File: config.mk
export PLATFORM = sky130hd
export DESIGN_NAME = dm_hash_ctrl
export DESIGN_NICKNAME = d
export VERILOG_FILES = /design/src/rtl/dm_hash_ctrl_pkg.sv /design/src/rtl/dm_hash_ctrl.sv
export SDC_FILE = /design/constraint.sdc
export NUM_CORES = 1
export LEC_CHECK = 0
export ABC_AREA = 1
export ABC_CLOCK_PERIOD_IN_PS = 10200
export BUFFER_PORTS_ARGS = -buffer_cell sky130_fd_sc_hd__clkbuf_2
export CORE_AREA = 2 2 158 160
export CTS_CLUSTER_SIZE = 8
export DETAILED_ROUTE_END_ITERATION = 16
export DIE_AREA = 0 0 160 162
export PLACE_DENSITY = 0.79
export SYNTH_ARGS = -nofsm -noshare
export SYNTH_HDL_FRONTEND = slang
export SYNTH_SLANG_ARGS = --single-unit
File: constraint.sdc
create_clock -name clk -period 10.2 [get_ports clk]
set_clock_uncertainty 0.05 [all_clocks]
set_input_delay 0.51 -clock clk [delete_from_list [all_inputs] [get_ports clk]]
set_output_delay 0.51 -clock clk [all_outputs]
set_load 0.02 [all_outputs]
File: src/rtl/dm_hash_ctrl_pkg.sv
// rtl/dm_hash_ctrl_pkg.sv - shared types and widths for the DM-PRESENT hash sequencer
`timescale 1ns/1ps

package dm_hash_ctrl_pkg;

    localparam int DAT_W = 64;   // chaining value / digest width
    localparam int KEY_W = 80;   // message block width (core key)

    typedef enum logic [2:0] {
        IDLE    = 3'd0,
        LOAD    = 3'd1,
        WAIT_LO = 3'd2,
        WAIT_HI = 3'd3,
        OUT     = 3'd4,
        ERR     = 3'd5
    } state_t;

endpackage

File: src/rtl/dm_hash_ctrl.sv
// rtl/dm_hash_ctrl.sv - Davies-Meyer PRESENT multi-block hash sequencer
//
// Purpose: takes pre-padded 80-bit message blocks over valid/ready, runs each
// through the external DM-PRESENT compression core (block = key, running
// chaining value = data) and returns the final chaining value as the digest.
//
// Ports:
//   clk, reset            clock, asynchronous active-high reset
//   abort                 synchronous abandon of the current message
//   msg_valid/ready/data/last   block input handshake
//   dig_valid/ready/data  digest output handshake
//   core_reset/load/idat/key    drive to the compression core
//   core_odat/done        result and done flag from the core
//   busy, err, blk_cnt    status: not idle, sticky timeout, blocks compressed
`timescale 1ns/1ps

module dm_hash_ctrl
    import dm_hash_ctrl_pkg::*;
#(
    parameter logic [DAT_W-1:0] IV      = '0,
    parameter int               TIMEOUT = 64,
    parameter int               CNT_W   = 16
) (
    input  logic             clk,
    input  logic             reset,
    input  logic             abort,
    input  logic             msg_valid,
    output logic             msg_ready,
    input  logic [KEY_W-1:0] msg_data,
    input  logic             msg_last,
    output logic             dig_valid,
    input  logic             dig_ready,
    output logic [DAT_W-1:0] dig_data,
    output logic             core_reset,
    output logic             core_load,
    output logic [DAT_W-1:0] core_idat,
    output logic [KEY_W-1:0] core_key,
    input  logic [DAT_W-1:0] core_odat,
    input  logic             core_done,
    output logic             busy,
    output logic             err,
    output logic [CNT_W-1:0] blk_cnt
);

    localparam int              TC_W    = $clog2(TIMEOUT + 1);
    localparam logic [TC_W-1:0] TC_LAST = TC_W'(TIMEOUT - 1);

    state_t             r_state;
    state_t             w_next;

    logic [DAT_W-1:0]   r_h;
    logic               r_last;
    logic               r_first;
    logic [TC_W-1:0]    r_tcnt;
    logic               r_core_reset;
    logic               r_core_load;
    logic [DAT_W-1:0]   r_core_idat;
    logic [KEY_W-1:0]   r_core_key;
    logic               r_dig_valid;
    logic [DAT_W-1:0]   r_dig_data;
    logic               r_err;
    logic [CNT_W-1:0]   r_blk_cnt;

    logic               w_msg_ready;
    logic               w_accept;
    logic               w_in_wait;
    logic               w_capture;
    logic               w_timeout;

    // State register
    always_ff @(posedge clk or posedge reset) begin
        if (reset) begin
            r_state <= IDLE;
        end else begin
            r_state <= w_next;
        end
    end

    // Next-state logic; abort overrides every other transition
    always_comb begin
        w_next = r_state;
        if (abort) begin
            w_next = IDLE;
        end else begin
            case (r_state)
                IDLE:    if (w_accept) w_next = LOAD;
                LOAD:    w_next = WAIT_LO;
                // core_done is still high from the previous operation (and can
                // pulse stale right after load), so see it low before trusting it
                WAIT_LO: begin
                    if (w_timeout)       w_next = ERR;
                    else if (!core_done) w_next = WAIT_HI;
                end
                WAIT_HI: begin
                    if (w_capture)       w_next = r_last ? OUT : IDLE;
                    else if (w_timeout)  w_next = ERR;
                end
                OUT:     if (dig_ready) w_next = IDLE;
                ERR:     w_next = ERR;
                default: w_next = IDLE;
            endcase
        end
    end

    // Output / strobe decode
    always_comb begin
        // Blocks are refused while the core itself is held in reset
        w_msg_ready = (r_state == IDLE) && !abort && !r_core_reset;
        w_accept    = w_msg_ready && msg_valid;
        w_in_wait   = (r_state == WAIT_LO) || (r_state == WAIT_HI);
        w_capture   = (r_state == WAIT_HI) && core_done;
        // A completion in the last allowed cycle still wins over the fault
        w_timeout   = w_in_wait && (r_tcnt == TC_LAST) && !w_capture;
    end

    // Datapath and registered outputs
    always_ff @(posedge clk or posedge reset) begin
        if (reset) begin
            r_h          <= IV;
            r_last       <= 1'b0;
            r_first      <= 1'b1;
            r_tcnt       <= '0;
            r_core_reset <= 1'b1;
            r_core_load  <= 1'b0;
            r_core_idat  <= '0;
            r_core_key   <= '0;
            r_dig_valid  <= 1'b0;
            r_dig_data   <= '0;
            r_err        <= 1'b0;
            r_blk_cnt    <= '0;
        end else if (abort) begin
            r_first      <= 1'b1;
            r_h          <= IV;
            r_dig_valid  <= 1'b0;
            r_core_load  <= 1'b0;
            r_core_reset <= 1'b1;
            r_err        <= 1'b0;
            r_blk_cnt    <= '0;
        end else begin
            r_core_reset <= 1'b0;
            // Registered so the strobe is high exactly during LOAD
            r_core_load  <= w_accept;

            if (w_accept) begin
                r_core_key  <= msg_data;
                r_core_idat <= r_first ? IV : r_h;
                r_last      <= msg_last;
                r_first     <= 1'b0;
                if (r_first) begin
                    r_blk_cnt <= {{(CNT_W-1){1'b0}}, 1'b1};
                end else if (!(&r_blk_cnt)) begin
                    r_blk_cnt <= r_blk_cnt + 1'b1;
                end
            end

            if (r_state == LOAD) begin
                r_tcnt <= '0;
            end else if (w_in_wait) begin
                r_tcnt <= r_tcnt + 1'b1;
            end

            if (w_capture) begin
                r_h <= core_odat;
                if (r_last) begin
                    r_dig_data  <= core_odat;
                    r_dig_valid <= 1'b1;
                end
            end

            if (w_timeout) begin
                r_err <= 1'b1;
            end

            if ((r_state == OUT) && dig_ready) begin
                r_dig_valid <= 1'b0;
                r_first     <= 1'b1;
            end
        end
    end

    assign msg_ready  = w_msg_ready;
    assign busy       = (r_state != IDLE);
    assign err        = r_err;
    assign blk_cnt    = r_blk_cnt;
    assign dig_valid  = r_dig_valid;
    assign dig_data   = r_dig_data;
    assign core_reset = r_core_reset;
    assign core_load  = r_core_load;
    assign core_idat  = r_core_idat;
    assign core_key   = r_core_key;

endmodule

Word level (Yosys, flattened, before mapping)
Cells that the tools add are included.
- bits of input ports: 151
- output and inout bits: 230
- flip-flop bits (word level): 304
- logic and storage cells: 83
- multiplexer cells: 29
- bitwise gates (word level): 1
- equal/unequal tests: 11
- reductions and logical operators: 27
- add/subtract/negate cells: 2
- operators with widths (operator ; number):
    2-to-1 mux 64 bit ; 3
    2-to-1 mux 16 bit ; 4
    2-to-1 mux 3 bit ; 8
    one-hot mux 3 bit (6 select lines) ; 1
    adder 16 x 1 -> 16 bit, second input constant ; 1
    AND reduction 16 bit ; 1
    2-to-1 mux 7 bit ; 2
    nonzero test 3 bit ; 4
    2-to-1 mux 1 bit ; 11
    != test 3 bit, second input constant ; 3
    != test 4 bit, second input constant ; 2
    AND reduction 2 bit ; 4
    nonzero test 2 bit ; 4
    adder 7 x 1 -> 7 bit, second input constant ; 1
    == test 7 x 6 -> 1 bit, second input constant ; 1
    logical AND 1 bit ; 7
    == test 3 x 2 -> 1 bit, second input constant ; 2
    == test 3 bit, second input constant ; 2
    AND reduction 4 bit ; 1
    == test 3 x 1 -> 1 bit, second input constant ; 1
    zero test 1 bit ; 3
    zero test 3 bit ; 1
    AND reduction 3 bit ; 1
    logical OR 1 bit ; 1
    NOT 1 bit ; 1

Logic depth before layout (Yosys ltp)
Gate-level depths: netlist (run 1).
- depth in word-level cells: 8
- gate-level depth with buffers: 10
- depth with buffers taken out: 10

Worst setup path after synthesis (run 1)
Ideal clock, no wire load.
- path type: register to register
- start: register r_blk_cnt[0], in the netlist blk_cnt[0]
- end: register r_blk_cnt[10], in the netlist blk_cnt[10]
- setup time: 0.117 ns
- period minus slack after synthesis: 1.818 ns
- data arrival time: 1.650 ns
- buffers on the path: 1
- cell stages (with the launch flop): 10
- path slack: 8.382 ns
- required time: 10.033 ns
- path through: dfrtp_1 ha_1 nand3_1 nor2_1 nand3_2 nand2_4 inv_2 buf_6 nand3_1 nand2_1
- longest elaborated chain between the ends: 5
- elaborated cells on any way between the ends: 8
- those cells by class: 1 x add/sub; 1 x eq/ne; 4 x mux; 2 x reduce/logical
- RTL lines (what ; RTL line ; source):
    start, declared ; dm_hash_ctrl.sv:62 ; logic [CNT_W-1:0] r_blk_cnt;
    start signal, assigned ; dm_hash_ctrl.sv:150 ; r_blk_cnt <= {{(CNT_W-1){1'b0}}, 1'b1};
    start signal, assigned ; dm_hash_ctrl.sv:152 ; r_blk_cnt <= r_blk_cnt + 1'b1;
    adder 16 x 1 -> 16 bit ; dm_hash_ctrl.sv:152 ;
    2-to-1 mux 16 bit ; dm_hash_ctrl.sv:151 ; end else if (!(&r_blk_cnt)) begin
    2-to-1 mux 16 bit ; dm_hash_ctrl.sv:149 ; if (r_first) begin
    2-to-1 mux 16 bit ; dm_hash_ctrl.sv:144 ; if (w_accept) begin
    2-to-1 mux 16 bit ; dm_hash_ctrl.sv:131 ; end else if (abort) begin
Several ways; a longest one is shown, not always the timed one. The select of a mux whose other input is x is not followed.
A chain may end at the register's enable or synchronous reset.

Final worst setup path (run 1)
- start: register r_state[2]
- end: register r_core_idat[61], in the netlist core_idat[61]
- longest elaborated chain between the ends: 5
- RTL lines (what ; RTL line ; source):
    start, declared ; dm_hash_ctrl.sv:48 ; state_t r_state;
    start signal, assigned ; dm_hash_ctrl.sv:75 ; r_state <= w_next;
    zero test 3 bit ; dm_hash_ctrl.sv:108 ; w_msg_ready = (r_state == IDLE) && !abort && !r_core_reset;
    logical AND 1 bit (2 in a row) ; dm_hash_ctrl.sv:108 ;
    logical AND 1 bit ; dm_hash_ctrl.sv:109 ; w_accept = w_msg_ready && msg_valid;
    AND reduction 2 bit (no source line) ; -- ;
    end signal, assigned ; dm_hash_ctrl.sv:146 ; r_core_idat <= r_first ? IV : r_h;
    end, declared ; dm_hash_ctrl.sv:57 ; logic [DAT_W-1:0] r_core_idat;
No other way between the ends.

==> out/results.tsv, run 1 <==
stage	metric	value	unit
sta	relSlewSlack	32.42	%
yosys	synth.yosys.warnings	0	
yosys	synth.distinct_cells	36	
routing	via_count	10400	
cells_and_area	final_common_cell	nand2_1	
placement	detailedPlacementHpwl	22.43	mm
clock_network	clock_tree_from_tritoncts	yes	
yosys	ys_async_sr_fraction	100.0	%
yosys	ys_seq_area_share	62.26	%
yosys	synth_edf_count	0	
floorplanning	placement_rows	57	
global_routing	largest_net_degree_at_the_start_of_global_routing	134	
global_routing	number_of_global_route_vias_before_repair	10290	
pwr	p_per_area	262.9	mW/mm^2
floorplanning	initial_utilization	50.71	%
cells_and_area	filler_cell_count	2026	
clock_network	buffers_inserted_by_post_cts_timing_repair	0	
sta	period_share	25.75	%
routing	route.detailed.wl_per_inst	16.69	um
sta	finalHoldViolations	0	
cells_and_area	register_area	0.007614	sq mm
sta	period_needed	2626	ps
cells_and_area	area_growth	26.17	%
placement	globalplace.congestion	0.9168	
floorplanning	design.die.area	0.02592	sq mm
sta	final.setup.tns	0	ps
yosys	muxShareOfSynthArea	0.08189	%
sta	final_max_slew_viol_count	0	
pwr	design_power_total	4055	uW
yosys	post_synth_and_or_nand_nor_area_fraction	18.22	%
clock_network	buffer_depth_of_the_longest_clock_path	3	
floorplanning	die_y	162	um
placement	buffer_ports.inserted	380	
clock_network	htree_num_levels	2	
yosys	syn_area	0.01222	sq mm
global_routing	wire_length_of_the_first_global_routing_pass	53.54	mm
yosys	synth_compound_area_share	11.02	%
routing	detail_route.iter0.violations	876	
critical_path	crit_required	10560	ps
global_routing	gr-usage-all-layers	25.73	%
floorplanning	io_pins	381	
clock_network	clock_insertion_delay_worst_skew	520	ps
cells_and_area	multi_input_comb_area	0.003654	sq mm
clock_network	post_cts.resized_instances	0	
flow_run	maxCapViolations	0	
routing	drt_pass1_iterations	5	
cells_and_area	most-common-layout-cells	nand2_1, clkbuf_2, dfrtp_1	
yosys	synthesis.nets	1482	
critical_path	criticalPathCategory	flip-flop to flip-flop	
floorplanning	die_w	160	um
critical_path	reg2reg_slack	7570	ps
yosys	post_synth_fa_ha_maj_area_fraction	0.2047	%
pwr	static_power_due_to_leakage	0.008330	uW
clock_network	clkSlewWorstSetupHoldPaths	50	ps
routing	route.detailed.drc	0	
sta	setup-violations-final	0	
yosys	ys_top_cells_by_area	dfrtp_1, nand2_1, inv_1, o31ai_1, o22ai_1	
yosys	synth_top_family_by_area	simple AND/OR/NAND/NOR gates	
critical_path	timing.reg2reg.worst_path_depth	7	
global_routing	grt_antenna_before_repair	1	
yosys	synthDominantAreaCellType	dfrtp_1	
clock_network	hold_fix_buffer_count_after_cts	0	
critical_path	worstReg2RegStart	r_state[2]	
yosys	post_synthesis_area_per_instance	9.197	sq um
sta	rsz0062_at_grt	no	
global_routing	global_route.overflow_total	0	
sta	max_clock_freq	380.8	MHz
critical_path	r2r_end	core_idat[61]	
clock_network	numCtsBuffers	43	
outcome	outcome	complete, no violations	
critical_path	crit_path_end_kind	flip-flop	
yosys	synth-seq-cells	304	
sta	max_slew.worst_pin.slew	1014	ps
yosys	synth.top_cell.area_share	61.83	%
floorplanning	placeableCoreArea	0.02411	sq mm
yosys	synthesis.instances	1329	
routing	avg_vias_per_cell	5.156	
routing	route.final.wire_length	33.66	mm
yosys	post_synth_xor_area_fraction	0.2150	%
critical_path	cp_max_fo	133	
clock_network	clock_sinks	304	
critical_path	crit_arrival	2990	ps
cells_and_area	drive_gt1_share	26.77	%
min_path	min_path_type	primary input to asynchronous set/reset pin	
routing	antenna_left	0	
clock_network	clock-root-buffer	clkbuf_16	
critical_path	worst_setup_path_start_kind	flip-flop	
yosys	synth_flop_cell	dfrtp_1	
cells_and_area	num-nets-final	1843	
pwr	peakVddDrop	165.1	uV
[cell type report]
class / count / area share (%)
Sequential cell: 304 / 49.37
Multi-Input combinational cell: 787 / 23.69
Timing Repair Buffer: 388 / 12.72
Clock buffer: 46 / 7.326
Inverter: 166 / 4.121
Tap cell: 324 / 2.629
Clock inverter: 1 / 0.1298
Antenna cell: 1 / 0.01623
[Yosys cell counts (all sizes together), types with 2 or more instances]
library cell,count
nor2,47
o21ai,78
ha,2
nand4,12
o22ai,63
inv,166
xnor2,2
dfrtp,302
nand2,463
o21bai,2
clkbuf,20
dfstp,2
nor4,2
o31ai,63
a21oi,8
nand3,33
nor3,5
buf,52
[kinds of logic (layout without fill, tap and decap cells)]
kind of cell    count (synthesis)  in the layout
xor+xnor                        3              3
buf+inv                       238            601
flops                         304            304
mux                             1              1
compound gates                218            218
fa+ha+maj                       2              2
simple gates                  563            563
other cells                     0              1
[power breakdown]
group,total (uW),internal [uW],switching (uW)
clock network,1250,772,477
registers,1690,1500,186
logic,1120,347,773
total,4060,2620,1440
[worst max-delay path: stages (launching register included)]
cell     delay, ps
dfrtp_1        460
inv_2          130
nand4_2        160
nor2_4          60
inv_6          630
buf_4          750
nand2_1        130
o31ai_1        110
[worst max path at each step]
| stage | startpoint | to | slack (ps) | cells past startpoint |
|---|---|---|---|---|
| 3_5_place_dp | abort | core_idat[61] | 7150 | 8 |
| 6_report | r_state[2] | core_idat[61] | 7570 | 7 |
| 3_3_place_gp | reset | core_key[1] | 7180 | 4 |
| 5_1_grt | r_state[2] | core_idat[34] | 7310 | 7 |
| 2_1_floorplan | reset | blk_cnt[0] | 1240 | 1 |
| 4_1_cts | r_state[2] | core_idat[61] | 7570 | 7 |
[metal layers]
metal  track usage, %  share of wire, %  vias up  routed length [um]
met5                0                 0        -                   0
met4            7.535               1.9        0                 637
met3            5.516               7.0       47                2349
met2            43.84                50      402               16720
met1            33.52                41     4996               13950
li1                 -                 -     4954                   -
[flip-flops by register name, indices dropped and copies added, names as in the netlist, 3 cells and up]
| name | cells |
|---|---|
| r_state | 3 |
| r_tcnt | 7 |
| core_idat | 64 |
| dig_data | 64 |
| r_h | 64 |
| blk_cnt | 16 |
| core_key | 80 |
[stage by stage]
| step | hold WS, ps | util [%] | instance area, sq um | std cells | setup slack, ps |
|---|---|---|---|---|---|
| after detailed placement | 408.5 | 59.20 | 14270 | 1969 | 7146 |
| after global routing | 103.3 | 63.97 | 15420 | 2016 | 7306 |
| after CTS | 88.39 | 63.97 | 15420 | 2016 | 7574 |
| after global placement | 402.7 | 59.20 | 14270 | 1969 | 7177 |
| final | 41.13 | 63.98 | 15420 | 2017 | 7574 |
| after floorplan | 419.5 | - | 12220 | 1329 | 1241 |
Note: power is estimated with default switching activity, not from simulation.
==> inputs of run 2 (changes only) <==
--- a/config.mk
+++ b/config.mk
@@ -5,8 +5,8 @@
 export SDC_FILE = /design/constraint.sdc
 export NUM_CORES = 1
 export LEC_CHECK = 0
-export ABC_AREA = 1
-export ABC_CLOCK_PERIOD_IN_PS = 10200
+export ABC_AREA = 0
+export ABC_CLOCK_PERIOD_IN_PS = 2450
 export BUFFER_PORTS_ARGS = -buffer_cell sky130_fd_sc_hd__clkbuf_2
 export CORE_AREA = 2 2 158 160
 export CTS_CLUSTER_SIZE = 8
==> constraint.sdc (replaced) <==
create_clock -name clk -period 2.45 [get_ports clk]
set_clock_uncertainty 0.05 [all_clocks]
set_input_delay 0.1225 -clock clk [delete_from_list [all_inputs] [get_ports clk]]
set_output_delay 0.1225 -clock clk [all_outputs]
set_load 0.02 [all_outputs]
==> run 2 against run 1 <==
Synthesized cell count decreased by 21%. Sequential power increased to 3.7 times the previous value. Utilization increased by 7.1 points. Wire length increased by 12%. Worst setup slack got worse by 7300 ps. Register-to-register slack got worse by 7300 ps. Critical path type is now flip-flop to output port. Largest cell class unchanged.
==> out/results.tsv, run 2 <==
stage	metric	value	unit	change
pwr	peakVddDrop	580.1	uV	was 165.1 uV
cells_and_area	final_common_cell	clkbuf_2		was nand2_1
yosys	synthesis.instances	1056		was 1329
clock_network	clock-root-buffer	clkbuf_16		unchanged
yosys	ys_seq_area_share	62.44	%	was 62.26%
global_routing	number_of_global_route_vias_before_repair	10900		was 10290
placement	globalplace.congestion	0.8466		was 0.9168
placement	detailedPlacementHpwl	21.83	mm	was 22.43 mm
placement	detailedPlace.worstSlack	355.8	ps	was 7146 ps
clock_network	clock_sinks	304		unchanged
global_routing	global_route.overflow_total	0		unchanged
sta	period_share	90.72	%	
cells_and_area	register_area	0.007610	sq mm	was 0.007614 sq mm
routing	routed-wl-met3	2.507	mm	was 2.349 mm
yosys	synth.yosys.warnings	0		unchanged
yosys	synthDominantAreaCellType	dfrtp_1		unchanged
clock_network	htree_num_levels	2		unchanged
sta	postLayoutSetupSlackWorst	227.3	ps	was 7574 ps
routing	route.final.wire_length	37.76	mm	was 33.66 mm
global_routing	grt_antenna_before_repair	3		was 1
cells_and_area	finalNonFillerCells	1916		was 2017
pwr	p_per_area	854.6	mW/mm^2	was 262.9 mW/mm^2
global_routing	largest_net_degree_at_the_start_of_global_routing	114		was 134
global_routing	wire_length_of_the_first_global_routing_pass	59.17	mm	was 53.54 mm
yosys	ys_top_cells_by_area	dfrtp_1, mux2_2, nand2_1, a21oi_1, o21ai_0		was dfrtp_1, nand2_1, inv_1, o31ai_1, o22ai_1
yosys	synthesis.nets	1209		was 1482
sta	period_needed	2223	ps	
clock_network	buffer_depth_of_the_longest_clock_path	3		unchanged
yosys	ys_async_sr_fraction	100.0	%	unchanged
critical_path	criticalPathCategory	flip-flop to output port		was flip-flop to flip-flop
outcome	outcome	complete, no violations		unchanged
cells_and_area	area_growth	40.61	%	was 26.17%
floorplanning	die_y	162	um	unchanged
global_routing	gr-usage-all-layers	28.83	%	was 25.73%
yosys	post_synth_most_frequent_cells	dfrtp_1, nand2_1, mux2_2		was nand2_1, dfrtp_1, inv_1
critical_path	worst_setup_path_start_kind	flip-flop		unchanged
yosys	post_synthesis_area_per_instance	11.54	sq um	was 9.197 sq um
cells_and_area	num-nets-final	1735		was 1843
sta	rsz0062_at_grt	no		unchanged
routing	via_count	10370		was 10400
placement	post-place-cells	1711		was 1969
critical_path	cp_max_fo	15		was 133
cells_and_area	largest_register_ffs	80		unchanged
clock_network	clock_insertion_delay_worst_skew	520	ps	about the same
pwr	static_power_due_to_leakage	0.008438	uW	was 0.008330 uW
routing	detail_route.iter0.violations	723		was 876
clock_network	post_cts.resized_instances	0		unchanged
cells_and_area	multi_input_comb_area	0.004253	sq mm	was 0.003654 sq mm
yosys	synth.distinct_cells	57		was 36
floorplanning	design.die.area	0.02592	sq mm	unchanged
sta	max_slew.worst_pin.slew	690.4	ps	was 1014 ps
cells_and_area	filler_cell_count	1637		was 2026
sta	finalHoldViolations	0		unchanged
floorplanning	io_pins	381		unchanged
floorplanning	placeableCoreArea	0.02411	sq mm	unchanged
yosys	synth_flop_cell	dfrtp_1		unchanged
sta	relSlewSlack	53.97	%	was 32.42%
sta	max_clock_freq	449.9	MHz	
routing	route.detailed.wl_per_inst	19.71	um	was 16.69 um
flow_run	maxCapViolations	0		unchanged
floorplanning	placement_rows	57		unchanged
clock_network	clock_tree_from_tritoncts	yes		unchanged
routing	met1_length	14.20	mm	was 13.95 mm
routing	drt_pass1_iterations	7		was 5
clock_network	hold_fix_buffer_count_after_cts	149		was 0
clock_network	numCtsBuffers	44		was 43
yosys	synth.most_common_cell	dfrtp_1		was nand2_1
cells_and_area	fin_area	0.01714	sq mm	was 0.01542 sq mm
critical_path	crit_path_end_kind	output port		was flip-flop
clock_network	buffers_inserted_by_post_cts_timing_repair	0		unchanged
cells_and_area	most-common-layout-cells	clkbuf_2, dfrtp_1, nand2_1		was nand2_1, clkbuf_2, dfrtp_1
critical_path	crit_arrival	2050	ps	was 2990 ps
sta	setup-violations-final	0		unchanged
routing	antenna_left	0		unchanged
sta	final_max_slew_viol_count	0		unchanged
yosys	synth_edf_count	0		unchanged
placement	place_area	0.01448	sq mm	was 0.01427 sq mm
placement	buffer_ports.inserted	380		unchanged
cells_and_area	drive_gt1_share	38.20	%	was 26.77%
yosys	syn_area	0.01219	sq mm	was 0.01222 sq mm
routing	wl_met2	19.37	mm	was 16.72 mm
routing	avg_vias_per_cell	5.414		was 5.156
floorplanning	initial_utilization	50.56	%	was 50.71%
critical_path	crit_required	2280	ps	was 10560 ps
routing	route.detailed.drc	0		unchanged
yosys	synth-seq-cells	304		unchanged
clock_network	clkSlewWorstSetupHoldPaths	50	ps	about the same
min_path	min_path_type	primary input to flip-flop		was primary input to asynchronous set/reset pin
routing	top_layer	met4		unchanged
floorplanning	die_w	160	um	unchanged
cells_and_area	final_core_utilization	71.08	%	was 63.98%
yosys	synth.top_cell.area_share	62.01	%	was 61.83%
-- run 2: cell types whose count changed after synthesis, moves of 19 or more --
cell and change:
mux2_2 +135, o22ai_1 -63, nand2_1 -191, o21ai_0 +62, nor2_1 -37, inv_1 -150
nand3_1 -19, o31ai_1 -63, buf_2 -20, clkbuf_1 +20, a21oi_1 +66, o21ai_1 -66
-- run 2: power by group --
group          internal, uW  switching [uW]
sequential             5730             488
clock                  3240            2060
combinational          1300            1810
-- run 2: cell type report --
class	instances	area share (%)
Sequential cell	304	44.41
Multi-Input combinational cell	675	24.82
Timing Repair Buffer	548	21.37
Clock buffer	52	6.725
Tap cell	324	2.366
Inverter	9	0.2191
Clock inverter	1	0.05111
Antenna cell	3	0.04381
-- run 2: kinds of logic after synthesis --
kind of cell | synth area share, %
and+or+nand+nor | 11.59
DFF | 62.44
adders and majority gates | 0.2053
buffers and inverters | 2.782
muxes | 13.91
AOI/OAI and AO/OA | 8.779
xor gates and xnor gates | 0.2874
-- run 2: layer usage --
metal / vias to the layer above / GRT usage (%)
met4: 0 / 13.80
met2: 489 / 50.33
met1: 5113 / 34.07
li1: 4643 / -
met5: - / 0
met3: 128 / 6.461
-- run 2: worst paths after layout --
kind	to	slack (ps)	cells after the start	startpoint
min	blk_cnt[9]	40	4	msg_valid
max reg2reg	blk_cnt[1]	310	5	r_state[1]
min reg2reg	core_idat[44]	430	2	core_idat[44]
max	msg_ready	230	3	r_state[1]
max in group asynchronous	dig_data[36]	1330	4	reset
min in group asynchronous	r_h[0]	70	3	reset
-- run 2: worst max-delay path: stages (launching register included) --
cell and delay, ps:
dfrtp_1 540, nor4_4 500, nor2b_1 280, clkbuf_2 210
-- run 2: stage by stage --
step | hold WS, ps | power [uW] | setup TNS, ps
after floorplan | 76.98 | 7922 | -534040
after global placement | 42.70 | 8958 | 0
after detailed placement | 45.09 | 9056 | 0
after CTS | 26.10 | 14520 | 0
after global routing | 78.59 | 15160 | 0
final | 40.36 | 14640 | 0
==> inputs of run 3 (changes only) <==
==> constraint.sdc (replaced) <==
create_clock -name clk -period 2.45 [get_ports clk]
set_clock_uncertainty 0.05 [all_clocks]
set_input_delay 0.49 -clock clk [delete_from_list [all_inputs] [get_ports clk]]
set_output_delay 0.49 -clock clk [all_outputs]
set_load 0.02 [all_outputs]
==> run 3 against run 2 <==
Utilization decreased by 6.0 points. Final cell count decreased by 7.3%. Critical path depth is the same.
==> out/results.tsv, run 3 (synthesized netlist as in run 2, its figures left out) <==
stage	metric	value	unit	change
critical_path	cp_max_fo	11		was 15
routing	route.detailed.wl_per_inst	18.36	um	was 19.71 um
placement	buffer_ports.inserted	380		unchanged
floorplanning	die_w	160	um	unchanged
cells_and_area	largest_register_ffs	80		unchanged
global_routing	largest_net_degree_at_the_start_of_global_routing	103		was 114
routing	antenna_left	0		unchanged
sta	period_needed	2257	ps	was 2223 ps
pwr	p_per_area	897.4	mW/mm^2	was 854.6 mW/mm^2
global_routing	grt_antenna_before_repair	4		was 3
sta	finalHoldViolations	0		unchanged
cells_and_area	area_growth	28.79	%	was 40.61%
sta	max_slew.worst_pin.slew	716.2	ps	was 690.4 ps
placement	detailedPlacementHpwl	22.79	mm	was 21.83 mm
global_routing	wire_length_of_the_first_global_routing_pass	51.57	mm	was 59.17 mm
clock_network	clock-root-buffer	clkbuf_16		unchanged
global_routing	global_route.overflow_total	0		unchanged
global_routing	gr-usage-all-layers	25.05	%	was 28.83%
global_routing	number_of_global_route_vias_before_repair	9733		was 10900
routing	route.detailed.drc	0		unchanged
floorplanning	design.die.area	0.02592	sq mm	unchanged
critical_path	crit_arrival	1720	ps	was 2050 ps
routing	via_count	9302		was 10370
pwr	design_power_total	14080	uW	was 14640 uW
pwr	static_power_due_to_leakage	0.007854	uW	was 0.008438 uW
sta	period_share	92.12	%	was 90.72%
clock_network	htree_num_levels	2		unchanged
sta	relSlewSlack	52.15	%	was 53.97%
min_path	min_path_type	primary input to asynchronous set/reset pin		was primary input to flip-flop
floorplanning	placement_rows	57		unchanged
clock_network	clock_tree_from_tritoncts	yes		unchanged
outcome	outcome	complete, no violations		unchanged
cells_and_area	most-common-layout-cells	clkbuf_2, dfrtp_1, nand2_1		unchanged
critical_path	criticalPathCategory	flip-flop to output port		unchanged
clock_network	clock_sinks	304		unchanged
sta	setup-violations-final	0		unchanged
clock_network	buffer_depth_of_the_longest_clock_path	3		unchanged
clock_network	numCtsBuffers	43		was 44
sta	final.setup.tns	0	ps	unchanged
cells_and_area	drive_gt1_share	42.58	%	was 38.20%
floorplanning	initial_utilization	50.56	%	unchanged
sta	max_clock_freq	443.1	MHz	was 449.9 MHz
flow_run	maxCapViolations	0		unchanged
floorplanning	placeableCoreArea	0.02411	sq mm	unchanged
routing	avg_vias_per_cell	5.235		was 5.414
critical_path	worst_setup_path_start_kind	flip-flop		unchanged
sta	final_max_slew_viol_count	0		unchanged
cells_and_area	final_common_cell	clkbuf_2		unchanged
routing	detail_route.iter0.violations	666		was 723
sta	rsz0062_at_grt	no		unchanged
clock_network	post_cts.resized_instances	0		unchanged
critical_path	crit_required	1910	ps	was 2280 ps
critical_path	crit_path_end_kind	output port		unchanged
floorplanning	die_y	162	um	unchanged
cells_and_area	num-nets-final	1597		was 1735
routing	drt_pass1_iterations	4		was 7
clock_network	clkSlewWorstSetupHoldPaths	50	ps	about the same
routing	route.final.wire_length	32.63	mm	was 37.76 mm
pwr	peakVddDrop	557.2	uV	was 580.1 uV
clock_network	clock_insertion_delay_worst_skew	510	ps	was 520 ps
placement	globalplace.congestion	0.8507		was 0.8466
floorplanning	io_pins	381		unchanged
[run 3: path summary, 6_finish.rpt]
check	start	to	slack (ps)	depth (start not counted)
hold reg to reg	core_idat[20]	core_idat[20]	430	2
setup reg to reg	r_state[1]	dig_data[25]	290	5
setup / recovery	r_state[0]	msg_ready	190	3
max in group asynchronous	reset	core_key[12]	1550	3
hold / removal	reset	core_key[3]	40	2
min in group clk	core_odat[22]	r_h[22]	160	3
[run 3: layer usage]
metal / track usage [%] / wire (um)
met2: 42.29 / 16190
met3: 6.078 / 2182
met5: 0 / 0
met1: 30.81 / 13070
met4: 11.43 / 1186
[run 3: power breakdown]
group / switching, uW / leakage (uW) / internal [uW]
clock network: 1970 / 0.000542 / 3100
registers: 433 / 0.00405 / 5730
logic: 1690 / 0.00326 / 1170
total: 4090 / 0.00785 / 9990
[run 3: area by class of cell]
class,count,area (sq um)
Inverter,9,37.54
Antenna cell,4,10.01
Sequential cell,304,7610
Tap cell,324,405.4
Clock inverter,1,8.758
Multi-Input combinational cell,675,4253
Clock buffer,49,1099
Fill cell,1892,8411
Timing Repair Buffer,411,2272
[run 3: timing repair]
item	in CTS	in global routing
hold buffers	0	0
buffers inserted	1	0
setup endpoints to repair	1	0
[run 3: worst max-delay path, cell delays in order (launching register included)]
cell      delay, ps
dfrtp_1         510
nor4_4          350
nor2b_1         170
clkbuf_2        180
[run 3: stage by stage]
| step | cell area, sq um | instances | hold slack [ps] | setup slack (ps) | util [%] |
|---|---|---|---|---|---|
| after floorplan | 12190 | 1056 | 427.3 | -2131 | - |
| after global placement | 14570 | 1722 | 412.2 | 384.3 | 60.44 |
| after detailed placement | 14570 | 1722 | 420.5 | 307.6 | 60.44 |
| after CTS | 15690 | 1773 | 31.69 | 173.4 | 65.07 |
| after global routing | 15700 | 1777 | 45.20 | 97.27 | 65.11 |
| final | 15700 | 1777 | 38.42 | 193.0 | 65.11 |
